## config.mk

```make
export PLATFORM = sky130hd
export DESIGN_NAME = inst_encoder
export DESIGN_NICKNAME = d
export VERILOG_FILES = /design/src/rtl/inst_enc_pkg.sv /design/src/rtl/inst_enc_chk.sv /design/src/rtl/inst_encoder.sv
export SDC_FILE = /design/constraint.sdc
export NUM_CORES = 1
export LEC_CHECK = 0
export BUFFER_PORTS_ARGS = -buffer_cell sky130_fd_sc_hd__buf_2
export CAP_MARGIN = 20
export CORE_MARGIN = 5
export CORE_UTILIZATION = 49
export CTS_CLUSTER_SIZE = 8
export DETAILED_ROUTE_END_ITERATION = 10
export GPL_TIMING_DRIVEN = 0
export PLACE_DENSITY = 0.74
export SYNTH_ARGS = -nofsm -noshare
export SYNTH_HDL_FRONTEND = slang
export SYNTH_SLANG_ARGS = --single-unit
```

## constraint.sdc

```tcl
create_clock -name clk -period 1.8 [get_ports clk]
set_clock_uncertainty 0.1 [all_clocks]
set_input_delay 0.09 -clock clk [delete_from_list [all_inputs] [get_ports clk]]
set_output_delay 0.09 -clock clk [all_outputs]
set_load 0.1 [all_outputs]
```

## src/rtl/inst_enc_pkg.sv

```systemverilog
// Shared encodings for the RV64 instruction packer: format codes, opcodes, immediate range widths.
package inst_enc_pkg;

  localparam logic [2:0] FMT_R = 3'd0;
  localparam logic [2:0] FMT_I = 3'd1;
  localparam logic [2:0] FMT_S = 3'd2;
  localparam logic [2:0] FMT_B = 3'd3;
  localparam logic [2:0] FMT_U = 3'd4;
  localparam logic [2:0] FMT_J = 3'd5;

  localparam logic [31:0] NOP_INST = 32'h0000_0013;

  localparam logic [6:0] OP_LUI    = 7'h37;
  localparam logic [6:0] OP_AUIPC  = 7'h17;
  localparam logic [6:0] OP_JAL    = 7'h6F;
  localparam logic [6:0] OP_JALR   = 7'h67;
  localparam logic [6:0] OP_BRANCH = 7'h63;
  localparam logic [6:0] OP_LOAD   = 7'h03;
  localparam logic [6:0] OP_STORE  = 7'h23;
  localparam logic [6:0] OP_OPIMM  = 7'h13;
  localparam logic [6:0] OP_OP     = 7'h33;

  localparam int IMM_W_IS = 12;
  localparam int IMM_W_B  = 13;
  localparam int IMM_W_J  = 21;
  localparam int IMM_W_U  = 32;

  typedef struct packed {
    logic [31:0] inst;
    logic        err;
    logic        mism;
  } enc_t;

  // True when v is the sign extension of its low w bits.
  function automatic logic fits_sext(input logic [63:0] v, input int w);
    logic [63:0] hi;
    hi = $signed(v) >>> (w - 1);
    return (hi == '0) || (hi == '1);
  endfunction

endpackage

```

## src/rtl/inst_enc_chk.sv

```systemverilog
// Round-trip checker: decodes a packed word back to its immediate and flags disagreement.
// Present only when INST_ENC_CHECK_EN is defined.
`ifdef INST_ENC_CHECK_EN
module inst_enc_chk
  import inst_enc_pkg::*;
(
  input  logic [2:0]  i_fmt,
  input  logic [31:7] i_inst,
  input  logic [63:0] i_imm,
  input  logic        i_err,
  output logic        o_mism
);

  logic [63:0] w_dec;
  logic        w_chk;

  always_comb begin
    w_dec = '0;
    w_chk = 1'b0;
    case (i_fmt)
      FMT_I: begin
        w_dec = 64'($signed(i_inst[31:20]));
        w_chk = 1'b1;
      end
      FMT_S: begin
        w_dec = 64'($signed({i_inst[31:25], i_inst[11:7]}));
        w_chk = 1'b1;
      end
      // B and J decode to halfword units; restore the byte offset.
      FMT_B: begin
        w_dec = 64'($signed({i_inst[31], i_inst[7], i_inst[30:25], i_inst[11:8]})) << 1;
        w_chk = 1'b1;
      end
      FMT_U: begin
        w_dec = 64'($signed({i_inst[31:12], 12'h000}));
        w_chk = 1'b1;
      end
      FMT_J: begin
        w_dec = 64'($signed({i_inst[31], i_inst[19:12], i_inst[20], i_inst[30:21]})) << 1;
        w_chk = 1'b1;
      end
      default: ;
    endcase
    o_mism = w_chk & ~i_err & (w_dec != i_imm);
  end

endmodule
`endif

```

## src/rtl/inst_encoder.sv

```systemverilog
// Packs decoded fields + byte immediate into an RV64 word; emits (addr, word) beats via a 2-entry buffer.
// Define INST_ENC_CHECK_EN to add the round-trip checker driving out_mism (tied to 0 otherwise).
module inst_encoder
  import inst_enc_pkg::*;
#(
  parameter int                ADDR_W    = 32,
  parameter logic [ADDR_W-1:0] BASE_ADDR = '0,
  parameter int                ERRCNT_W  = 16
) (
  input  logic                clk,
  input  logic                rst,
  input  logic                req_valid,
  output logic                req_ready,
  input  logic [2:0]          req_fmt,
  input  logic [6:0]          req_opcode,
  input  logic [4:0]          req_rd,
  input  logic [4:0]          req_rs1,
  input  logic [4:0]          req_rs2,
  input  logic [2:0]          req_funct3,
  input  logic [6:0]          req_funct7,
  input  logic [63:0]         req_imm,
  output logic                out_valid,
  input  logic                out_ready,
  output logic [31:0]         out_inst,
  output logic [ADDR_W-1:0]   out_addr,
  output logic                out_err,
  output logic                out_mism,
  output logic [ERRCNT_W-1:0] err_cnt
);

  logic [31:0] w_raw;
  logic        w_ok;
  logic        w_mism;
  enc_t        w_enc;
  logic        w_push, w_pop;

  enc_t                r_head, r_skid;
  logic [ADDR_W-1:0]   r_head_addr, r_skid_addr, r_addr;
  logic                r_hv, r_sv;
  logic [ERRCNT_W-1:0] r_errcnt;

  always_comb begin
    w_raw = NOP_INST;
    w_ok  = 1'b0;
    case (req_fmt)
      FMT_R: begin
        w_raw = {req_funct7, req_rs2, req_rs1, req_funct3, req_rd, req_opcode};
        w_ok  = 1'b1;
      end
      FMT_I: begin
        w_raw = {req_imm[11:0], req_rs1, req_funct3, req_rd, req_opcode};
        w_ok  = fits_sext(req_imm, IMM_W_IS);
      end
      FMT_S: begin
        w_raw = {req_imm[11:5], req_rs2, req_rs1, req_funct3, req_imm[4:0], req_opcode};
        w_ok  = fits_sext(req_imm, IMM_W_IS);
      end
      FMT_B: begin
        w_raw = {req_imm[12], req_imm[10:5], req_rs2, req_rs1, req_funct3,
                 req_imm[4:1], req_imm[11], req_opcode};
        w_ok  = ~req_imm[0] & fits_sext(req_imm, IMM_W_B);
      end
      FMT_U: begin
        w_raw = {req_imm[31:12], req_rd, req_opcode};
        w_ok  = (req_imm[11:0] == 12'h000) & fits_sext(req_imm, IMM_W_U);
      end
      FMT_J: begin
        w_raw = {req_imm[20], req_imm[10:1], req_imm[11], req_imm[19:12], req_rd, req_opcode};
        w_ok  = ~req_imm[0] & fits_sext(req_imm, IMM_W_J);
      end
      default: ;
    endcase
  end

`ifdef INST_ENC_CHECK_EN
  inst_enc_chk u_chk (
    .i_fmt  (req_fmt),
    .i_inst (w_raw[31:7]),
    .i_imm  (req_imm),
    .i_err  (~w_ok),
    .o_mism (w_mism)
  );
`else
  assign w_mism = 1'b0;
`endif

  assign w_enc.inst = w_ok ? w_raw : NOP_INST;
  assign w_enc.err  = ~w_ok;
  assign w_enc.mism = w_mism;

  // Ready only from registered occupancy, so it never depends on out_ready.
  assign req_ready = ~rst & ~r_sv;
  assign w_push    = req_valid & req_ready;
  assign w_pop     = r_hv & out_ready;

  always_ff @(posedge clk) begin
    if (rst) begin
      r_hv        <= 1'b0;
      r_sv        <= 1'b0;
      r_head      <= '0;
      r_skid      <= '0;
      r_head_addr <= BASE_ADDR;
      r_skid_addr <= BASE_ADDR;
      r_addr      <= BASE_ADDR;
      r_errcnt    <= '0;
    end else begin
      if (w_push) r_addr <= r_addr + ADDR_W'(4);
      if (w_pop && r_head.err && (r_errcnt != '1)) r_errcnt <= r_errcnt + ERRCNT_W'(1);
      case ({w_push, w_pop})
        // push implies the skid is empty, so the new beat goes straight to head
        2'b11: begin
          r_head      <= w_enc;
          r_head_addr <= r_addr;
        end
        2'b10: begin
          if (!r_hv) begin
            r_head      <= w_enc;
            r_head_addr <= r_addr;
            r_hv        <= 1'b1;
          end else begin
            r_skid      <= w_enc;
            r_skid_addr <= r_addr;
            r_sv        <= 1'b1;
          end
        end
        2'b01: begin
          if (r_sv) begin
            r_head      <= r_skid;
            r_head_addr <= r_skid_addr;
            r_sv        <= 1'b0;
          end else begin
            r_hv <= 1'b0;
          end
        end
        default: ;
      endcase
    end
  end

  assign out_valid = r_hv;
  assign out_inst  = r_head.inst;
  assign out_addr  = r_head_addr;
  assign out_err   = r_head.err;
  assign out_mism  = r_head.mism;
  assign err_cnt   = r_errcnt;

endmodule
```

-- After elaboration in Yosys (flattened, before gate mapping)
Cells that the tools add are included.
- flip-flop bits (word level): 181
- word-level logic and storage cells: 72
- $add $sub $neg: 2
- equality and inequality tests: 17
- mux-type cells: 13
- bitwise operators: 10
- reduce and logical (&&, ||, !) cells: 19
- operators with widths (operator ; number):
    $eq 64x64->1 const B ; 4
    $logic_not 64->1 ; 4
    $pmux 32 s6 ; 1
    $pmux 34 s3 ; 1
    $mux 32 ; 3
    $pmux 32 s3 ; 1
    $mux 34 ; 2
    $add 32x3->32 const B ; 1
    $add 16x1->16 const B ; 1
    $ne 16x16->1 const B ; 1
    $logic_not 12->1 ; 1
    $ne 2x2->1 const B ; 4
    $and 1x1->1 ; 6
    $eq 3x2->1 const B ; 2
    $eq 3x3->1 const B ; 2
    $reduce_and 2->1 ; 3
    $pmux 1 s5 ; 1
    $eq 2x2->1 const B ; 2
    $logic_or 1x1->1 ; 4
    $not 1->1 ; 4
    $pmux 1 s2 ; 2
    $eq 3x1->1 const B ; 1
    $logic_not 3->1 ; 1
    $reduce_and 3->1 ; 1
    6 further kinds ; 8

-- Longest topological paths before layout
- depth after elaboration: 7
- mapped depth: 9
- mapped depth without buffers: 7

-- Worst setup path before layout
No wires, ideal clock.
- kind: flip-flop to flip-flop
- from: register r_sv
- to: register r_head, in the netlist out_inst[20]
- data arrival time: 2.918 ns
- required time: 1.624 ns
- slack: -1.294 ns
- stages on the path, launching flop included: 9
- buffers on the path: 2
- path through: dfxtp_1 nor2_1 nand2_1 and3_1 clkbuf_1 nor2_1 buf_2 nand2_1 o22ai_1
- longest elaborated chain between the ends: 6
- elaborated cells between the ends (all ways): 11
- classes of those cells: eq/ne (5); mux (1); bitwise (3); reduce/logical (2)
- ends and longest elaborated chain (item ; line ; text):
    start: declaration ; inst_encoder.sv:39 ; logic r_hv, r_sv;
    start signal: assignment ; inst_encoder.sv:99 ; r_sv <= 1'b0;
    start signal: assignment ; inst_encoder.sv:123 ; r_sv <= 1'b1;
    start signal: assignment ; inst_encoder.sv:130 ; r_sv <= 1'b0;
    $not 1->1 * ; inst_encoder.sv:92 ; assign req_ready = ~rst & ~r_sv;
    $and 1x1->1 * ; inst_encoder.sv:92 ;
    net req_ready ; inst_encoder.sv:13 ; output logic req_ready,
    $and 1x1->1 * ; inst_encoder.sv:93 ; assign w_push = req_valid & req_ready;
    $eq 2x1->1 or $eq 2x2->1 (tied branches) ; inst_encoder.sv:109 ; case ({w_push, w_pop})
    $ne 2x2->1 (no source line) or $reduce_bool 3->1 (tied branches) ; n/a ;
    $reduce_and 3->1 (no source line) ; n/a ;
    end signal: assignment ; inst_encoder.sv:112 ; r_head <= w_enc;
    end signal: assignment ; inst_encoder.sv:117 ; r_head <= w_enc;
    end signal: assignment ; inst_encoder.sv:128 ; r_head <= r_skid;
    end: declaration ; inst_encoder.sv:37 ; enc_t r_head, r_skid;
Mark *: on every way through the listed nets, which the timed path passes. The rest lies on a longest branch.
A chain may end at the register's enable or synchronous reset.

-- Final worst setup path
- from: register r_addr[7]
- to: register r_addr[30]
- longest elaborated chain between the ends: 1
- ends and longest elaborated chain (item ; line ; text):
    start: declaration ; inst_encoder.sv:38 ; logic [ADDR_W-1:0] r_head_addr, r_skid_addr, r_addr;
    start signal: assignment ; inst_encoder.sv:107 ; if (w_push) r_addr <= r_addr + ADDR_W'(4);
    $add 32x3->32 ; inst_encoder.sv:107 ;
No other way between the ends.

==> key figures <==
Run status
  • Run status: finished, violations left
  • Failing checks: negative setup slack

Yosys
  • Synth unique cells: 57
  • Post-synth EDFFs: 0
  • Post-synthesis sequential area ratio: 43.3%
  • Cells after Synth: 966
  • Synth warnings: 0
  • Synthesized flop and latch total: 174
  • Synth Flop Type: dfxtp_1
  • Async set-or-reset flop fraction in the synthesized netlist: 0%
  • Synth Cell Area: 8040 sq um
  • Average size of a mapped cell: 8.32 sq um

Detailed routing
  • Vias per cell: 5.68
  • Final WL: 25500 um
  • DRC Markers: 0
  • Routed Antenna Nets: 0
  • Via count: 8147
  • 1st-pass router iterations: 5
  • WL/cell: 17.7 um
  • Initial detailed-routing violation count: 609

Placed design
  • DP Worst Slack: -0.425 ns
  • DP HPWL: 17900 um
  • Placed insts: 1364
  • Final RePlAce weighted congestion: 0.940
  • Number of buffers added on ports: 180

Critical path
  • Crit Path Class: flop to flop
  • RR Endpoint: r_addr[30]
  • Critical Path Start Type: flop
  • Worst Reg-to-Reg Cells: 7
  • Critical path launch point: r_addr[7]
  • CP required: 2.00 ns
  • Setup crit end: r_addr[30]
  • Crit-path max FO: 7
  • R2R setup slack: -0.14 ns
  • Crit Reg-Reg Startpoint: r_addr[7]
  • Worst setup EP type: flop
  • Worst Path Arrival: 2.15 ns

Power
  • PD cells: 822 nW/um^2
  • Combinational power share: 17.7%
  • Peak supply drop: 0.798 mV
  • Clock share of power: 38.4%
  • Reg power frac: 43.9%
  • P_leak: 4.18 nW
  • Switching share of power: 30.9%
  • Net switching power: 2.78 mW
  • Total Power: 9.02 mW
  • Pint: 6.23 mW

Die
  • Chip Height: 138 um
  • # IOs: 187
  • Site Rows: 46
  • Die area: 19100 sq um
  • Die Wd: 138 um
  • Starting density of the core: 50.2%
  • Core ar.: 16000 sq um

Global route
  • Met1 usage: 34.3%
  • GR peak layer: met2
  • Met3 Use GR: 5.34%
  • First-pass GRT wire length: 39700 um
  • Total GRT Usage: 24.9%
  • Largest net degree at the start of global routing: 17
  • Vias in the first global route: 7722
  • Remaining global-route overflow: 0
  • Met2 Use GR: 39.5%
  • Initial antenna violation count: 1

Finish
  • Post-route insts no fill: 1435
  • Most frequent cells in the layout: buf_2, nand2_1, dfxtp_1
  • Commonest non-fill, non-tap cell in the layout: buf_2
  • Layout cells sized above 1: 36.7%
  • Core Util, Final: 68.6%
  • Area delta synth->final: 36.5%
  • # nets final: 1311

Clock tree
  • CTS max path bufs: 2
  • Worst skew pair latency: 0.43 ns
  • Worst-path clk slew: 0.07 ns
  • CTS tree: done
  • CTS root buf: clkbuf_16
  • Inserted Clock Buffers: 17
  • Clk sinks: 174
  • H-tree depth: 4

STA
  • RSZ-0062 raised after global routing: yes
  • Worst Max-Slew Pin Slew: 0.750 ns
  • Slew headroom: 50.0%
  • Final worst-path cycle share: 108%
  • Setup WS post-layout: -0.141 ns
  • Fmax: 0.515 GHz
  • Crit path time final: 1.94 ns
  • Slew Limit Fails: 0
  • Final setup fails: 22
  • Final Hold Fails: 0

Run
  • Max Cap Viol: 0

Worst hold path
  • Min-Delay Path Class: input pin to flop
power groups by stage:
stage	Combinational, mW	Sequential, mW	Clock [mW]
after global placement	1.45	4.04	0
final	1.60	3.96	3.46
after CTS	1.51	3.96	3.49
after detailed placement	1.45	4.05	0
after floorplan	0.547	4.54	0
after global routing	1.68	3.97	3.65
worst min-delay path by stage:
stage | from | end | slack, ns | cells after the start
4_1_cts | req_rs1[0] | out_inst[15] | 0.02 | 5
3_5_place_dp | req_opcode[3] | out_inst[3] | 0.24 | 2
2_1_floorplan | out_ready | r_sv | 0.08 | 1
5_1_grt | req_rd[0] | out_inst[7] | 0.04 | 3
3_3_place_gp | req_opcode[3] | out_inst[3] | 0.23 | 2
6_report | req_rs1[0] | out_inst[15] | 0.04 | 5
cells in the mapped netlist (all sizes together) (23+ instances only):
cell type	count	share of area (%)
a311oi	30	3.3
and3	29	2.3
nor2	112	5.2
nand2	172	8.0
clkbuf	50	2.3
nand4	26	2.1
nand3	30	1.9
a22oi	26	2.4
xor2	23	2.5
a21oi	75	4.7
buf	29	2.3
dfxtp	174	43
final cells by class:
type | count | area, sq um
repair buffers | 221 | 1280
plain buffers | 77 | 573
well taps | 216 | 270
clock buffers | 20 | 467
clock inverters | 11 | 82.6
multi-input cells | 705 | 4720
flip-flops and latches | 174 | 3550
fillers | 1318 | 5020
diodes | 1 | 2.50
inverters | 10 | 37.5
state kept, by name, summed over array words and instances, names as in the netlist, 16 cells and up:
name         flops
r_skid          33
out_inst        32
out_addr        30
r_addr          30
err_cnt         16
r_skid_addr     30
worst max-delay path, stage by stage (launching register included):
cell	delay (ns)
dfxtp_1	0.33
buf_6	0.13
and4_4	0.24
nand4_1	0.22
nor4_4	0.41
nand4_1	0.16
xor2_1	0.16
nor2_1	0.05
logic make-up after synthesis:
group / after synthesis / synth area share (%)
other: 1 / 0.0466
xor gates and xnor gates: 38 / 4.14
DFF: 174 / 43.3
buffers and inverters: 89 / 5.07
and+or+nand+nor: 426 / 24.4
AOI/OAI and AO/OA: 224 / 21.1
muxes: 12 / 1.54
adders and majority gates: 2 / 0.311
per-stage QoR:
step	instance area [sq um]	setup TNS (ns)	hold WS, ns
after global placement	9600	-37.58	0.229
after floorplan	8430	-16.24	0.0808
after detailed placement	9600	-41.08	0.240
after CTS	10500	-0.325	0.0198
after global routing	11000	-3.31	0.0425
final	11000	-1.09	0.0367
timing repair:
| action | 4_1_cts | 5_1_grt |
|---|---|---|
| setup endpoints to repair | 120 | 146 |
| pin swaps | 11 | 28 |
| cloned | 0 | 0 |
| gates resized for setup | 36 | 107 |
| endpoints found under the hold margin | 24 | 0 |
| setup buffers | 14 | 14 |
| hold buffers | 13 | 0 |
layer usage:
layer / up-vias / part of all wire [%] / wire (um)
met5: - / 0 / 0
met1: 3847 / 44 / 11200
li1: 3962 / - / -
met4: 0 / 1.8 / 457
met2: 296 / 48 / 12200
met3: 42 / 6.3 / 1600
No activity file was read; power rests on OpenSTA's default activity.
